### src/rtl/frame_dump_seq.sv
// frame_dump_seq: debounced-trigger raster dump of a frame buffer into a UART byte stream.
// Define FRAME_DUMP_HEADER_EN to prefix each frame with a sync header and escape sync-valued pixels.
module frame_dump_seq #(
    parameter int         WIDTH         = 40,
    parameter int         HEIGHT        = 30,
    parameter int         X_BITS        = 6,
    parameter int         Y_BITS        = 5,
    parameter int         HOLDOFF_BITS  = 13,
    parameter int         DEBOUNCE_BITS = 14,
    parameter logic [7:0] SYNC_BYTE     = 8'hFF
) (
    input  logic              clk12,
    input  logic              areset,
    input  logic              trigger,
    input  logic              continuous,
    output logic [X_BITS-1:0] read_x,
    output logic [Y_BITS-1:0] read_y,
    input  logic [7:0]        read_q,
    input  logic              uart_busy,
    output logic              uart_wr,
    output logic [7:0]        uart_dat,
    output logic              busy,
    output logic              frame_done
);
`ifdef FRAME_DUMP_HEADER_EN
    localparam bit HDR_EN = 1'b1;
`else
    localparam bit HDR_EN = 1'b0;
`endif
    localparam logic [X_BITS-1:0] X_LAST = X_BITS'(WIDTH - 1);
    localparam logic [Y_BITS-1:0] Y_LAST = Y_BITS'(HEIGHT - 1);

    typedef enum logic [1:0] {IDLE, HEADER, PIXEL, DONE} state_t;

    state_t                   state_q, state_d, first_st;
    logic                     trig_q;
    logic [DEBOUNCE_BITS-1:0] deb_q;
    logic [HOLDOFF_BITS-1:0]  hold_q;
    logic [1:0]               hdr_q, hdr_d;
    logic [X_BITS-1:0]        x_q, x_d;
    logic [Y_BITS-1:0]        y_q, y_d;
    logic                     wr_q, wr_d, busy_q, busy_d, done_q, done_d;
    logic [7:0]               dat_q, dat_d, hdr_byte, pix_byte;
    logic                     start, send_ready, last_x, last_y;

    assign first_st   = HDR_EN ? HEADER : PIXEL;
    assign start      = trig_q && (&deb_q) && (state_q == IDLE);
    assign send_ready = (&hold_q) && !uart_busy && !wr_q;
    assign last_x     = x_q == X_LAST;
    assign last_y     = y_q == Y_LAST;
    assign hdr_byte   = hdr_q[1] ? (hdr_q[0] ? 8'(HEIGHT) : 8'(WIDTH)) : SYNC_BYTE;
    assign pix_byte   = (HDR_EN && read_q == SYNC_BYTE) ? SYNC_BYTE - 8'd1 : read_q;

    // Trigger sync plus saturating debounce and UART holdoff counters
    always_ff @(posedge clk12) begin
        if (areset) begin
            trig_q <= 1'b0;
            deb_q  <= '0;
            hold_q <= '0;
        end else begin
            trig_q <= trigger;
            deb_q  <= trig_q ? '0 : (&deb_q ? deb_q : deb_q + DEBOUNCE_BITS'(1));
            hold_q <= uart_busy ? '0 : (&hold_q ? hold_q : hold_q + HOLDOFF_BITS'(1));
        end
    end

    // Sequencer next state: header bytes, raster pixel walk, one-cycle done
    always_comb begin
        state_d = state_q;
        hdr_d   = hdr_q;
        x_d     = x_q;
        y_d     = y_q;
        wr_d    = 1'b0;
        dat_d   = dat_q;
        busy_d  = busy_q;
        done_d  = 1'b0;
        case (state_q)
            IDLE: if (start) begin
                state_d = first_st;
                hdr_d   = '0;
                x_d     = '0;
                y_d     = '0;
                busy_d  = 1'b1;
            end
            HEADER: if (send_ready) begin
                wr_d    = 1'b1;
                dat_d   = hdr_byte;
                hdr_d   = hdr_q + 2'd1;
                state_d = (hdr_q == 2'd3) ? PIXEL : HEADER;
            end
            PIXEL: if (send_ready) begin
                wr_d    = 1'b1;
                dat_d   = pix_byte;
                x_d     = last_x ? '0 : x_q + X_BITS'(1);
                y_d     = !last_x ? y_q : (last_y ? '0 : y_q + Y_BITS'(1));
                state_d = (last_x && last_y) ? DONE : PIXEL;
            end
            DONE: begin
                done_d  = 1'b1;
                hdr_d   = '0;
                busy_d  = continuous;
                state_d = continuous ? first_st : IDLE;
            end
            default: state_d = IDLE;
        endcase
    end

    // State and registered outputs
    always_ff @(posedge clk12) begin
        if (areset) begin
            state_q <= IDLE;
            hdr_q   <= '0;
            x_q     <= '0;
            y_q     <= '0;
            wr_q    <= 1'b0;
            dat_q   <= '0;
            busy_q  <= 1'b0;
            done_q  <= 1'b0;
        end else begin
            state_q <= state_d;
            hdr_q   <= hdr_d;
            x_q     <= x_d;
            y_q     <= y_d;
            wr_q    <= wr_d;
            dat_q   <= dat_d;
            busy_q  <= busy_d;
            done_q  <= done_d;
        end
    end

    assign read_x     = x_q;
    assign read_y     = y_q;
    assign uart_wr    = wr_q;
    assign uart_dat   = dat_q;
    assign busy       = busy_q;
    assign frame_done = done_q;
endmodule
### config.mk
export PLATFORM = sky130hd
export DESIGN_NAME = frame_dump_seq
export DESIGN_NICKNAME = d
export VERILOG_FILES = /design/src/rtl/frame_dump_seq.sv
export SDC_FILE = /design/constraint.sdc
export NUM_CORES = 1
export LEC_CHECK = 0
export CAP_MARGIN = 10
export CORE_MARGIN = 2
export CORE_UTILIZATION = 30
export CTS_BUF_LIST = sky130_fd_sc_hd__clkbuf_16
export CTS_CLUSTER_DIAMETER = 100
export DETAILED_ROUTE_END_ITERATION = 8
export DONT_BUFFER_PORTS = 1
export SLEW_MARGIN = 30
export SYNTH_ARGS = -nofsm -noshare
export SYNTH_HDL_FRONTEND = slang
export SYNTH_SLANG_ARGS = --single-unit
### constraint.sdc
create_clock -name clk12 -period 4.23 [get_ports clk12]
set_clock_uncertainty 0.15 [all_clocks]
set_input_delay 0.6345 -clock clk12 [delete_from_list [all_inputs] [get_ports clk12]]
set_output_delay 0.6345 -clock clk12 [all_outputs]
set_load 0.01 [all_outputs]
==> out/results.txt <==
Die height - 97.79 um
Post-route ant nets - 0
Storage element area - 1081 um^2
Tot GR Track Use - 11.95%
FFs w/ async S/R, synth - 0%
Initial antenna violation count - 0
Worst skew pair latency - 0.30 ns
DP Area - 2734 um^2
R2r endpoint - uart_dat[7]$_SDFFE_PP0P_
Combinational share of power - 4.8%
Total Die Area - 9562 um^2
Nets - 330
Hold depth - 1
Largest net degree at the start of global routing - 26
Pwr Total - 0.001032 W
Site row count - 34
Period minus WS final - 2.481 ns
CP Cell Sequence - ha_1 > nand3_1 > nor4_4 > and2b_1 > nor2_1 > a211oi_1
Htree depth - 2
# DRC - 0
Clk root buf - clkbuf_16
Pwr/cell area - 355.3 nW/um^2
Share of cells above drive strength 1 - 5.246%
FMAX - 403.1 MHz
Number of placed cells counting well taps - 405
Crit-path max cell delay - 0.58 ns
Grt ovf - 0
Setup TNS - 0 ns
Fillcell total - 916
Max-cap violations - 0
Power share of the clock group - 45.0%
Slew HR - 56.43%
WP data arrival - 2.53 ns
Register share of total power - 50.2%
Number of synthesized flops with an enable pin - 0
Main flop type after synthesis - dfxtp_1
Num CTS Buffers - 5
Die width - 97.79 um
Crit path kind - reg -> reg
Sink Count - 54
Post-synthesis sequential area ratio - 40.97%
Area Overhead vs Synth - 10.05%
CP startpoint - hold_q[0]$_SDFFE_PP0P_
Status - finished, final reports clean
Slew Limit Fails - 0
Routed vias - 2177
P_leak - 1.003 nW
Cell-internal power - 0.0008097 W
CTS tree - built
Synthesized net count - 335
Total net switching power - 0.0002221 W
Switching Fraction - 21.53%
Number of global-route vias before repair - 2037
Final non-filler cell total - 413
Crit-path slowest cell - nor4_4
Setup bufs post-CTS - 0
Seq cells post-synth - 54
DRT iter0 DRCs - 91
Final WL - 5.531 mm
Min-Delay Endpoint - uart_dat[3]$_SDFFE_PP0P_
Worst-path clk slew - 0.07 ns
Startpoint types - flop
Post-DP HPWL - 4.003 mm
Final antenna diode count - 0
Post-synth cell types - 48
Post-Syn Area per Cell - 8.540 um^2
RR Startpoint - hold_q[0]$_SDFFE_PP0P_
Post-cts resize count - 0
Mean routed wirelength per cell - 13.39 um
GPL Wtd Cong - 0.7631
Worst slew pin tran - 0.6535 ns
Final Hold Viols - 0
Mapped Cells - 309
CTS Buffer Depth - 2
Post-route clock period utilization - 58.65%
R2R cell count - 6
Mapped Area - 2639 um^2
Core area - 8636 um^2
RSZ-0062 raised after global routing - false
Number of iterations in the first detailed-routing pass - 4
IO Count - 35
Area of the multi-input gates - 1450 um^2
Port bufs - 0
Cts-stage hold buffer count - 0
Crit end category - flop
Required time of the critical path - 4.28 ns
Highest ir drop seen on vdd - 0.0001909 V
Final setup violation count - 0
Final core utilization - 33.63%
Synthesis Warnings - 0
CP max FO - 15
Setup slack, reg-to-reg - 1.75 ns
Hold Crit Start - areset
Worst hold path type - in -> reg
Area of all placed cells without fillers - 2904 um^2
DR vias/cell - 5.271
Starting Density - 30.56%
First-pass GRT wire length - 9.563 mm
-- power by group through the flow --
stage	registers [W]	logic [W]	clock network [W]
global route	0.000518	0.0000581	0.000503
CTS	0.000518	0.0000503	0.000479
detailed placement	0.000530	0.0000500	0
global placement	0.000530	0.0000493	0
floorplan	0.000529	0.0000424	0
finish	0.000518	0.0000497	0.000464
-- metrics by stage --
stage | hold WS (ns) | worst slack [ns]
finish | 0.2560 | 1.749
global route | 0.2488 | 1.482
CTS | 0.2493 | 1.753
detailed placement | 0.3175 | 1.669
global placement | 0.3084 | 1.754
floorplan | 0.2944 | 1.935
-- cell usage after synthesis (2+ instances only) --
library cell | count | area share, %
dfxtp_1 | 54 | 41
nand3_1 | 11 | 2.1
a211oi_1 | 11 | 3.1
nor2_1 | 45 | 6.4
nor4_1 | 4 | 0.95
nand4_1 | 8 | 1.9
or3_1 | 4 | 0.95
xnor2_1 | 7 | 2.3
and4_1 | 6 | 2.0
nand2b_1 | 2 | 0.47
o21ai_0 | 12 | 2.3
and2_1 | 2 | 0.47
clkbuf_1 | 10 | 1.4
nor3_1 | 5 | 0.95
and3_1 | 5 | 1.2
a31oi_1 | 12 | 2.8
ha_1 | 13 | 6.2
or2_2 | 3 | 0.71
xor2_1 | 10 | 3.3
inv_1 | 16 | 2.3
a21oi_1 | 19 | 3.6
o211ai_1 | 4 | 1.1
o2111ai_1 | 4 | 1.3
nand2_1 | 14 | 2.0
a41oi_1 | 2 | 0.66
nor2b_1 | 4 | 0.95
-- critical path, delay by kind of cell, from the launching register on --
family	cells	cell delay (ns)
flops	1	0.37
compound gates	1	0.23
fa+ha+maj	1	0.22
simple gates	4	1.41
-- how the worst max path moves through the flow --
| stage | end | cells after the start |
|---|---|---|
| 6_report | uart_dat[7]$_SDFFE_PP0P_ | 6 |
| 4_1_cts | uart_dat[7]$_SDFFE_PP0P_ | 6 |
| 3_5_place_dp | uart_dat[7]$_SDFFE_PP0P_ | 5 |
| 5_1_grt | uart_dat[6]$_SDFFE_PP0P_ | 6 |
| 3_3_place_gp | read_x[4]$_SDFFE_PP0P_ | 5 |
| 2_1_floorplan | read_x[4]$_SDFFE_PP0P_ | 6 |
-- placed cells by master, fill, tap and decap left out, types with 4 or more instances in the layout --
master     Yosys  routed
nand4_1        8       8
a211oi_1      11      11
o2111ai_1      4       4
nand2_1       14      14
nor2b_1        4       4
and3_1         5       5
and4_1         6       6
nor3_1         5       5
clkbuf_16      0       5
inv_1         16      16
o21ai_0       12      12
nor2_1        45      45
nand3_1       11      11
xnor2_1        7       7
a21oi_1       19      19
dfxtp_1       54      54
o211ai_1       4       4
ha_1          13      13
or3_1          4       4
xor2_1        10      10
a31oi_1       12      12
-- sequential cells by signal, indices dropped and copies added (netlist names) --
signal	flops
deb_q	14
hold_q	13
uart_dat	8
read_x	6
read_y	5
hdr_q	2
state_q	2
busy	1
frame_done	1
trig_q	1
uart_wr	1
-- per-layer routing --
layer	GRT usage, %	share of wire (%)
met2	20.21	49
met4	3.526	0.80
met3	3.293	4.1
met5	0	0
met1	14.94	46
-- final cells by class --
type / count / area share, %
clock buffers: 5 / 4.308
well taps: 108 / 4.653
flip-flops and latches: 54 / 37.23
repair buffers: 1 / 0.2585
inverters: 16 / 2.068
multi-input cells: 226 / 49.94
clock inverters: 3 / 1.551
-- cells by family (layout without fill, tap and decap cells) --
family / Yosys count / after routing / share of synthesized area, %
xor gates and xnor gates: 17 / 17 / 5.642
AOI/OAI and AO/OA: 72 / 72 / 17.26
muxes: 2 / 2 / 0.8061
buffers and inverters: 29 / 25 / 4.315
adders and majority gates: 13 / 13 / 6.164
DFF: 54 / 54 / 40.97
and+or+nand+nor: 122 / 122 / 24.85
No activity file was read; power rests on OpenSTA's default activity.
